`src/rtl/memory_controller.sv`:
```
`default_nettype none
// ============================================================================
// Module   : memory_controller
// Brief    : Byte-serial arbiter between fetch, load and store requesters and
//            the 8-bit unified RAM port.
// Revision : 1.0 - initial release
// ============================================================================

`ifndef XLEN
`define XLEN 32
`endif
`ifndef INST_OP_WIDTH
`define INST_OP_WIDTH 6
`endif
`ifndef ROB_SIZE_WIDTH
`define ROB_SIZE_WIDTH 4
`endif
`ifndef LB
`define LB  6'd1
`define LH  6'd2
`define LW  6'd3
`define LBU 6'd4
`define LHU 6'd5
`define SB  6'd6
`define SH  6'd7
`define SW  6'd8
`endif

module memory_controller (
    input  logic                       clk,
    input  logic                       rst,
    input  logic                       rdy,
    input  logic                       flush,
    input  logic                       io_buffer_full,
    input  logic [7:0]                 mem_din,
    output logic [7:0]                 mem_dout,
    output logic [`XLEN-1:0]           mem_a,
    output logic                       mem_wr,
    input  logic                       if_enable,
    input  logic [`XLEN-1:0]           if_addr,
    output logic                       mc_inst_ready,
    output logic [`XLEN-1:0]           mc_inst,
    input  logic                       lsb_mem_enable,
    input  logic [`INST_OP_WIDTH-1:0]  lsb_mem_op,
    input  logic [`XLEN-1:0]           lsb_mem_addr,
    input  logic [`ROB_SIZE_WIDTH-1:0] lsb_mem_id,
    input  logic                       rob_mem_enable,
    input  logic [`INST_OP_WIDTH-1:0]  rob_mem_op,
    input  logic [`XLEN-1:0]           rob_mem_addr,
    input  logic [`XLEN-1:0]           rob_mem_data,
    output logic                       mem_busy,
    output logic                       mem_data_ready,
    output logic [`XLEN-1:0]           mem_data,
    output logic [`ROB_SIZE_WIDTH-1:0] mem_id
);

    localparam int XW  = `XLEN;
    localparam int OPW = `INST_OP_WIDTH;
    localparam int IDW = `ROB_SIZE_WIDTH;

    localparam logic [1:0] S_IDLE  = 2'd0;
    localparam logic [1:0] S_FETCH = 2'd1;
    localparam logic [1:0] S_LOAD  = 2'd2;
    localparam logic [1:0] S_STORE = 2'd3;

    function automatic logic [2:0] op_len(input logic [OPW-1:0] op);
        case (op)
            `LB, `LBU, `SB: op_len = 3'd1;
            `LH, `LHU, `SH: op_len = 3'd2;
            default:        op_len = 3'd4;
        endcase
    endfunction

    function automatic logic [XW-1:0] extend(input logic [OPW-1:0] op, input logic [XW-1:0] w);
        case (op)
            `LB:     extend = {{(XW-8){w[7]}}, w[7:0]};
            `LBU:    extend = {{(XW-8){1'b0}}, w[7:0]};
            `LH:     extend = {{(XW-16){w[15]}}, w[15:0]};
            `LHU:    extend = {{(XW-16){1'b0}}, w[15:0]};
            default: extend = w;
        endcase
    endfunction

    logic [1:0]     state_q, state_d;
    logic [2:0]     step_q, step_d;
    logic [2:0]     len_q, len_d;
    logic [XW-1:0]  addr_q, addr_d;
    logic [XW-1:0]  word_q, word_d;
    logic [OPW-1:0] op_q, op_d;
    logic [IDW-1:0] id_q, id_d;

    logic           store_valid_q, store_valid_d;
    logic [OPW-1:0] store_op_q, store_op_d;
    logic [XW-1:0]  store_addr_q, store_addr_d;
    logic [XW-1:0]  store_data_q, store_data_d;
    logic           load_valid_q, load_valid_d;
    logic [OPW-1:0] load_op_q, load_op_d;
    logic [XW-1:0]  load_addr_q, load_addr_d;
    logic [IDW-1:0] load_id_q, load_id_d;

    logic [XW-1:0]  mem_a_q, mem_a_d;
    logic [7:0]     mem_dout_q, mem_dout_d;
    logic [XW-1:0]  mc_inst_q, mc_inst_d;
    logic           mc_inst_ready_q, mc_inst_ready_d;
    logic [XW-1:0]  mem_data_q, mem_data_d;
    logic           mem_data_ready_q, mem_data_ready_d;
    logic [IDW-1:0] mem_id_q, mem_id_d;

    logic           w_is_idle, w_is_read;
    logic           w_store_pend, w_load_pend;
    logic           w_start_store, w_start_load, w_start_fetch;
    logic           w_capture_store, w_capture_load;
    logic           w_io_stall, w_store_last, w_read_done;
    logic [2:0]     w_step_nxt;
    logic [XW-1:0]  w_step_ext;
    logic [XW-1:0]  w_read_word;
    logic [OPW-1:0] w_sel_store_op, w_sel_load_op;
    logic [XW-1:0]  w_sel_store_addr, w_sel_store_data, w_sel_load_addr;
    logic [IDW-1:0] w_sel_load_id;

    assign w_is_idle    = (state_q == S_IDLE);
    assign w_is_read    = (state_q == S_FETCH) || (state_q == S_LOAD);
    assign w_store_pend = store_valid_q | rob_mem_enable;
    assign w_load_pend  = (load_valid_q | lsb_mem_enable) & ~flush;

    assign w_start_store = w_is_idle & w_store_pend;
    assign w_start_load  = w_is_idle & ~w_store_pend & w_load_pend;
    assign w_start_fetch = w_is_idle & ~w_store_pend & ~w_load_pend & if_enable & ~flush;

    // A new request is parked unless it is being started straight from the ports.
    assign w_capture_store = rob_mem_enable & ~(w_start_store & ~store_valid_q);
    assign w_capture_load  = lsb_mem_enable & ~flush & ~(w_start_load & ~load_valid_q);

    assign w_sel_store_op   = store_valid_q ? store_op_q   : rob_mem_op;
    assign w_sel_store_addr = store_valid_q ? store_addr_q : rob_mem_addr;
    assign w_sel_store_data = store_valid_q ? store_data_q : rob_mem_data;
    assign w_sel_load_op    = load_valid_q  ? load_op_q    : lsb_mem_op;
    assign w_sel_load_addr  = load_valid_q  ? load_addr_q  : lsb_mem_addr;
    assign w_sel_load_id    = load_valid_q  ? load_id_q    : lsb_mem_id;

    assign w_step_nxt   = step_q + 3'd1;
    assign w_step_ext   = {{(XW-3){1'b0}}, w_step_nxt};
    assign w_io_stall   = (state_q == S_STORE) && (mem_a_q[17:16] == 2'b11) && io_buffer_full;
    assign w_store_last = (state_q == S_STORE) && !w_io_stall && (w_step_nxt == len_q);
    // step_q counts addressed bytes; mem_din holds byte step_q-1.
    assign w_read_done  = w_is_read && (step_q == len_q);

    always_comb begin
        w_read_word = word_q;
        case (step_q)
            3'd1:    w_read_word[7:0]   = mem_din;
            3'd2:    w_read_word[15:8]  = mem_din;
            3'd3:    w_read_word[23:16] = mem_din;
            3'd4:    w_read_word[31:24] = mem_din;
            default: w_read_word = word_q;
        endcase
    end

    always_ff @(posedge clk) begin
        if (rst) begin
            state_q <= S_IDLE;
        end else if (rdy) begin
            state_q <= state_d;
        end
    end

    always_comb begin
        state_d = state_q;
        case (state_q)
            S_IDLE: begin
                if (w_start_store)      state_d = S_STORE;
                else if (w_start_load)  state_d = S_LOAD;
                else if (w_start_fetch) state_d = S_FETCH;
            end
            S_FETCH, S_LOAD: begin
                if (flush || w_read_done) state_d = S_IDLE;
            end
            S_STORE: begin
                if (w_store_last) state_d = S_IDLE;
            end
            default: state_d = S_IDLE;
        endcase
    end

    always_comb begin
        step_d           = step_q;
        len_d            = len_q;
        addr_d           = addr_q;
        word_d           = word_q;
        op_d             = op_q;
        id_d             = id_q;
        mem_a_d          = mem_a_q;
        mem_dout_d       = mem_dout_q;
        mc_inst_d        = mc_inst_q;
        mem_data_d       = mem_data_q;
        mem_id_d         = mem_id_q;
        mc_inst_ready_d  = 1'b0;
        mem_data_ready_d = 1'b0;

        store_valid_d = (store_valid_q & ~w_start_store) | w_capture_store;
        store_op_d    = w_capture_store ? rob_mem_op   : store_op_q;
        store_addr_d  = w_capture_store ? rob_mem_addr : store_addr_q;
        store_data_d  = w_capture_store ? rob_mem_data : store_data_q;
        load_valid_d  = ~flush & ((load_valid_q & ~w_start_load) | w_capture_load);
        load_op_d     = w_capture_load ? lsb_mem_op   : load_op_q;
        load_addr_d   = w_capture_load ? lsb_mem_addr : load_addr_q;
        load_id_d     = w_capture_load ? lsb_mem_id   : load_id_q;

        if (w_start_store) begin
            op_d       = w_sel_store_op;
            len_d      = op_len(w_sel_store_op);
            addr_d     = w_sel_store_addr;
            word_d     = w_sel_store_data;
            step_d     = 3'd0;
            mem_a_d    = w_sel_store_addr;
            mem_dout_d = w_sel_store_data[7:0];
        end else if (w_start_load) begin
            op_d    = w_sel_load_op;
            len_d   = op_len(w_sel_load_op);
            addr_d  = w_sel_load_addr;
            id_d    = w_sel_load_id;
            word_d  = '0;
            step_d  = 3'd0;
            mem_a_d = w_sel_load_addr;
        end else if (w_start_fetch) begin
            len_d   = 3'd4;
            addr_d  = if_addr;
            word_d  = '0;
            step_d  = 3'd0;
            mem_a_d = if_addr;
        end else if (w_is_read && !flush) begin
            word_d = w_read_word;
            step_d = w_step_nxt;
            if (w_step_nxt < len_q) mem_a_d = addr_q + w_step_ext;
            if (w_read_done) begin
                if (state_q == S_LOAD) begin
                    mem_data_d       = extend(op_q, w_read_word);
                    mem_id_d         = id_q;
                    mem_data_ready_d = 1'b1;
                end else if (if_addr == addr_q) begin
                    // A moved fetch address discards the word; IDLE refetches.
                    mc_inst_d       = w_read_word;
                    mc_inst_ready_d = 1'b1;
                end
            end
        end else if ((state_q == S_STORE) && !w_io_stall && !w_store_last) begin
            step_d  = w_step_nxt;
            mem_a_d = addr_q + w_step_ext;
            case (w_step_nxt)
                3'd1:    mem_dout_d = word_q[15:8];
                3'd2:    mem_dout_d = word_q[23:16];
                3'd3:    mem_dout_d = word_q[31:24];
                default: mem_dout_d = word_q[7:0];
            endcase
        end
    end

    always_ff @(posedge clk) begin
        if (rst) begin
            step_q           <= '0;
            len_q            <= '0;
            addr_q           <= '0;
            word_q           <= '0;
            op_q             <= '0;
            id_q             <= '0;
            store_valid_q    <= 1'b0;
            store_op_q       <= '0;
            store_addr_q     <= '0;
            store_data_q     <= '0;
            load_valid_q     <= 1'b0;
            load_op_q        <= '0;
            load_addr_q      <= '0;
            load_id_q        <= '0;
            mem_a_q          <= '0;
            mem_dout_q       <= '0;
            mc_inst_q        <= '0;
            mc_inst_ready_q  <= 1'b0;
            mem_data_q       <= '0;
            mem_data_ready_q <= 1'b0;
            mem_id_q         <= '0;
        end else if (rdy) begin
            step_q           <= step_d;
            len_q            <= len_d;
            addr_q           <= addr_d;
            word_q           <= word_d;
            op_q             <= op_d;
            id_q             <= id_d;
            store_valid_q    <= store_valid_d;
            store_op_q       <= store_op_d;
            store_addr_q     <= store_addr_d;
            store_data_q     <= store_data_d;
            load_valid_q     <= load_valid_d;
            load_op_q        <= load_op_d;
            load_addr_q      <= load_addr_d;
            load_id_q        <= load_id_d;
            mem_a_q          <= mem_a_d;
            mem_dout_q       <= mem_dout_d;
            mc_inst_q        <= mc_inst_d;
            mc_inst_ready_q  <= mc_inst_ready_d;
            mem_data_q       <= mem_data_d;
            mem_data_ready_q <= mem_data_ready_d;
            mem_id_q         <= mem_id_d;
        end
    end

    // Writes are withheld while stalled so a frozen core never repeats an I/O byte.
    always_comb begin
        mem_wr   = (state_q == S_STORE) && !w_io_stall && rdy;
        mem_busy = (state_q == S_LOAD) || (state_q == S_STORE) || store_valid_q
                 || load_valid_q || lsb_mem_enable || rob_mem_enable;
    end

    assign mem_a          = mem_a_q;
    assign mem_dout       = mem_dout_q;
    assign mc_inst        = mc_inst_q;
    assign mc_inst_ready  = mc_inst_ready_q;
    assign mem_data       = mem_data_q;
    assign mem_data_ready = mem_data_ready_q;
    assign mem_id         = mem_id_q;

endmodule

`default_nettype wire
```
`config.mk`:
```
export PLATFORM = sky130hd
export DESIGN_NAME = memory_controller
export DESIGN_NICKNAME = d
export VERILOG_FILES = /design/src/rtl/memory_controller.sv
export SDC_FILE = /design/constraint.sdc
export NUM_CORES = 1
export LEC_CHECK = 0
export CAP_MARGIN = 20
export CORE_MARGIN = 2
export CORE_UTILIZATION = 56
export DETAILED_ROUTE_END_ITERATION = 8
export PLACE_DENSITY_LB_ADDON = 0.12
export REMOVE_ABC_BUFFERS = 1
export SLEW_MARGIN = 20
export SYNTH_ARGS = -nofsm -noshare
export SYNTH_HDL_FRONTEND = slang
export SYNTH_SLANG_ARGS = --single-unit
```
`constraint.sdc`:
```
create_clock -name clk -period 4.8 [get_ports clk]
set_clock_uncertainty 0.2 [all_clocks]
set_input_delay 1.2 -clock clk [delete_from_list [all_inputs] [get_ports clk]]
set_output_delay 1.2 -clock clk [all_outputs]
set_load 0.02 [all_outputs]
```
==> metrics.csv <==
stage;metric;value;unit
run;Max-Cap Viols;0;
synth;top-count cell post-synth;nand2_1;
power;Clk pwr share;35.5;%
global_routing;largest net degree at the start of global routing;131;
clock_network;clk buf depth;3;
sta;RSZ-0062 raised after global routing;no;
die;core area;0.0270;mm2
setup_path;Critical Path End Type;output port;
placed_design;Final GP Congestion;0.938;
synth;Post-Synth XOR/XNOR Area;3.54;%
power;Sequential Power Share;40.0;%
setup_path;worst-path cell chain;clkdlybuf4s50_1 -> nor2_1 -> nand3_1 -> clkdlybuf4s50_1;
setup_path;CP dominant cell by count;clkdlybuf4s50_1;
drt;vias per cell;6.05;
synth;leading area contributor after synthesis;dfxtp_1;
setup_path;crit start category;primary input;
sta;final hold slack;0.251;ns
clock_network;clock sink count;306;
drt;final WL;47800;um
die;Vert. Die Dim;170;um
synth;most frequent cells after synthesis;nand2_1 (328), dfxtp_1 (306), nor2_1 (214), a21oi_1 (213), mux2i_1 (141);
finish;Final Util;71.8;%
sta;final hold violations;0;
clock_network;Num CTS Buffers;34;
sta;FMAX;0.239;GHz
power;leak pwr;6.59;nW
global_routing;total gr overflow;0;
synth;Post-synth ARST share;0;%
power;Sw Pwr;2.32;mW
power;maximum vdd drop;0.239;mV
synth;Top FF cell, synth;dfxtp_1;
synth;number of synthesized flops with an enable pin;0;
placed_design;port bufs;271;
global_routing;vias in the first global route;14200;
clock_network;worst skew pair latency;0.52;ns
drt;final antenna-violating net count;0;
sta;Slew headroom;34.5;%
sta;worst slew pin tran;0.983;ns
power;Power Density;381;mW/mm2
synth;Synth area leaders;dfxtp_1 (40%), mux2i_1 (9.2%), nand2_1 (8.0%), a21oi_1 (6.9%), a211oi_1 (6.0%);
drt;DR WL/cell;19.5;um
synth;Syn Std Cell Area;0.0154;mm2
clock_network;depth of the CTS H-tree;2;
sta;fin crit period;4.19;ns
global_routing;initial antenna violation count;2;
finish;share of cells above drive strength 1;6.97;%
die;Site Rows;60;
clock_network;CTS tree;done;
clock_network;root buffer cell;clkbuf_16;
synth;post-synthesis compound-gate area fraction;19.3;%
synth;largest family of logic cells by synthesized area;simple AND/OR/NAND/NOR gates;
clock_network;post-cts sizing count;0;
die;die area;0.0288;mm2
setup_path;Crit-path slowest cell;clkdlybuf4s50_1;
die;Initial Util;57.0;%
synth;post-synthesis mux area share;11.7;%
die;Top Ports;272;
setup_path;CP delay by family, top;buffers and inverters;
synth;Ys Warns;0;
sta;Final setup viols;0;
sta;final period utilization;87.2;%
setup_path;critical path's largest stage delay;0.57;ns
synth;Yosys reg bits;306;
global_routing;global-route wire length before repair;75300;um
setup_path;CP Data Arrival Time;2.79;ns
die;Die X;170;um
setup_path;Required @ worst endpoint;3.40;ns
synth;Syn Inst Count;1898;
synth;post-synthesis sequential area ratio;39.9;%
clock_network;CTS Hold Bufs;0;
clock_network;setup bufs post-CTS;0;
synth;Avg Cell Area, Syn;8.09;um2
drt;DR iter-0 viols;1278;
finish;fin nets;2263;
drt;Vias;14800;
clock_network;Reg clk slew, reported paths;0.05;ns
power;Comb pwr share;24.4;%
power;Sw Share;31.5;%
synth;Yosys cell types;66;
power;P_int;5.05;mW
placed_design;post-DP HPWL;32600;um
outcome;outcome;finished, final reports clean;
drt;DRT Pass-1 Iters;6;
finish;Fillers;2116;
worst_hold_path;Min-Delay Path Class;reg -> reg;
drt;DRC viols;0;
synth;post-synth top area share;39.9;%
sta;Slew Viols, Final;0;
setup_path;crit path kind;in -> out;
global_routing;GRT Total Usage;32.4;%
synth;Adder-Cell Fraction of Synth Area;1.35;%
setup_path;worst-path fanout max;6;
finish;area grow syn2layout;25.9;%
setup_path;Bufs and invs on worst path;2;
synth;simple logic cell fraction of the synthesized area;19.5;%
==> power groups by stage <==
| stage | clock network (mW) | registers [mW] | logic (mW) |
|---|---|---|---|
| finish | 2.62 | 2.95 | 1.80 |
| global route | 2.74 | 2.97 | 1.95 |
| CTS | 2.64 | 2.94 | 1.78 |
| detailed placement | 0 | 3.00 | 1.76 |
| global placement | 0 | 2.99 | 1.73 |
| floorplan | 0 | 3.03 | 0.998 |
==> layout make-up <==
type | instances | area (um2) | area share [%]
tap | 341 | 427 | 2.21
inverter | 22 | 82.6 | 0.427
antenna | 1 | 2.50 | 0.0129
clock inverter | 10 | 131 | 0.679
timing repair buffer | 304 | 3020 | 15.6
sequential | 306 | 6130 | 31.7
clock buffer | 49 | 978 | 5.06
multi-input combinational | 1419 | 8570 | 44.3
==> worst paths after layout <==
kind	from	slack, ns	cells past startpoint	to
setup / recovery	lsb_mem_enable	0.61	4	mem_busy
setup reg to reg	step_q[1]	1.35	10	mem_a[22]
hold reg to reg	store_addr_q[1]	0.25	2	store_addr_q[1]
hold / removal	store_addr_q[1]	0.25	2	store_addr_q[1]
==> worst register-to-register path, cell delays in order (launching register included) <==
cell	delay, ns
dfxtp_1	0.44
ha_1	0.20
ha_1	0.25
inv_1	0.37
ha_1	0.38
nor2b_1	0.18
o2111ai_1	0.58
nor4_1	0.12
xor2_1	0.18
a221oi_1	0.29
a211oi_1	0.11
==> cell families (layout without fill, tap and decap cells) <==
family	after synthesis	after routing
XOR/XNOR	62	62
flip-flops	306	306
AND/OR/NAND/NOR	693	693
multiplexers	175	175
buffers and inverters	173	385
AO/OA/AOI/OAI	473	473
other	0	1
adder cells (fa/ha/maj)	16	16
==> placed cells by master, fill, tap and decap left out, types with 4 or more instances in the layout <==
cell type	instances
o31a_1	6
a222oi_1	8
nor2b_1	8
dfxtp_1	304
clkdlybuf4s50_1	270
buf_12	4
nor4_1	12
nand4_1	11
buf_4	29
a211oi_1	122
a311oi_1	8
ha_1	15
clkbuf_8	5
clkinv_2	5
mux2i_1	141
inv_1	19
o21ai_0	34
nand2_1	328
o22ai_1	28
nand3_1	18
xor2_1	43
nor3_1	50
a21oi_1	212
o21a_1	7
or3_1	4
clkbuf_1	9
mux2_2	34
clkbuf_16	35
nor3b_1	4
and2_1	7
xnor2_1	19
a221oi_1	12
and4_1	4
and3_1	7
nand2b_1	11
nor2_1	213
==> layer usage <==
layer / routed length [um] / part of all wire [%] / global-route usage [%]
met5: 11 / 0.023 / 0
met4: 1620 / 3.4 / 12.2
met3: 3310 / 6.9 / 4.90
met2: 23200 / 48 / 56.0
met1: 19700 / 41 / 40.9
==> registers in the layout (all words and copies together), names as in the netlist, 32 cells and up <==
| register | cells |
|---|---|
| store_data_q | 32 |
| load_addr_q | 32 |
| mem_a | 32 |
| store_addr_q | 32 |
| mem_data | 32 |
| word_q | 32 |
| mc_inst | 32 |
| addr_q | 32 |
==> metrics by stage <==
stage | std cells | power [mW] | area (um2) | setup TNS [ns] | setup WS (ns)
floorplan | 1747 | 4.02 | 14700 | -539.75 | -3.64
global placement | 2392 | 4.72 | 18200 | 0 | 0.559
detailed placement | 2392 | 4.76 | 18200 | 0 | 0.409
CTS | 2451 | 7.36 | 19300 | 0 | 0.647
global route | 2451 | 7.66 | 19300 | 0 | 0.562
finish | 2452 | 7.37 | 19300 | 0 | 0.614
(Power assumes the default switching activity.)
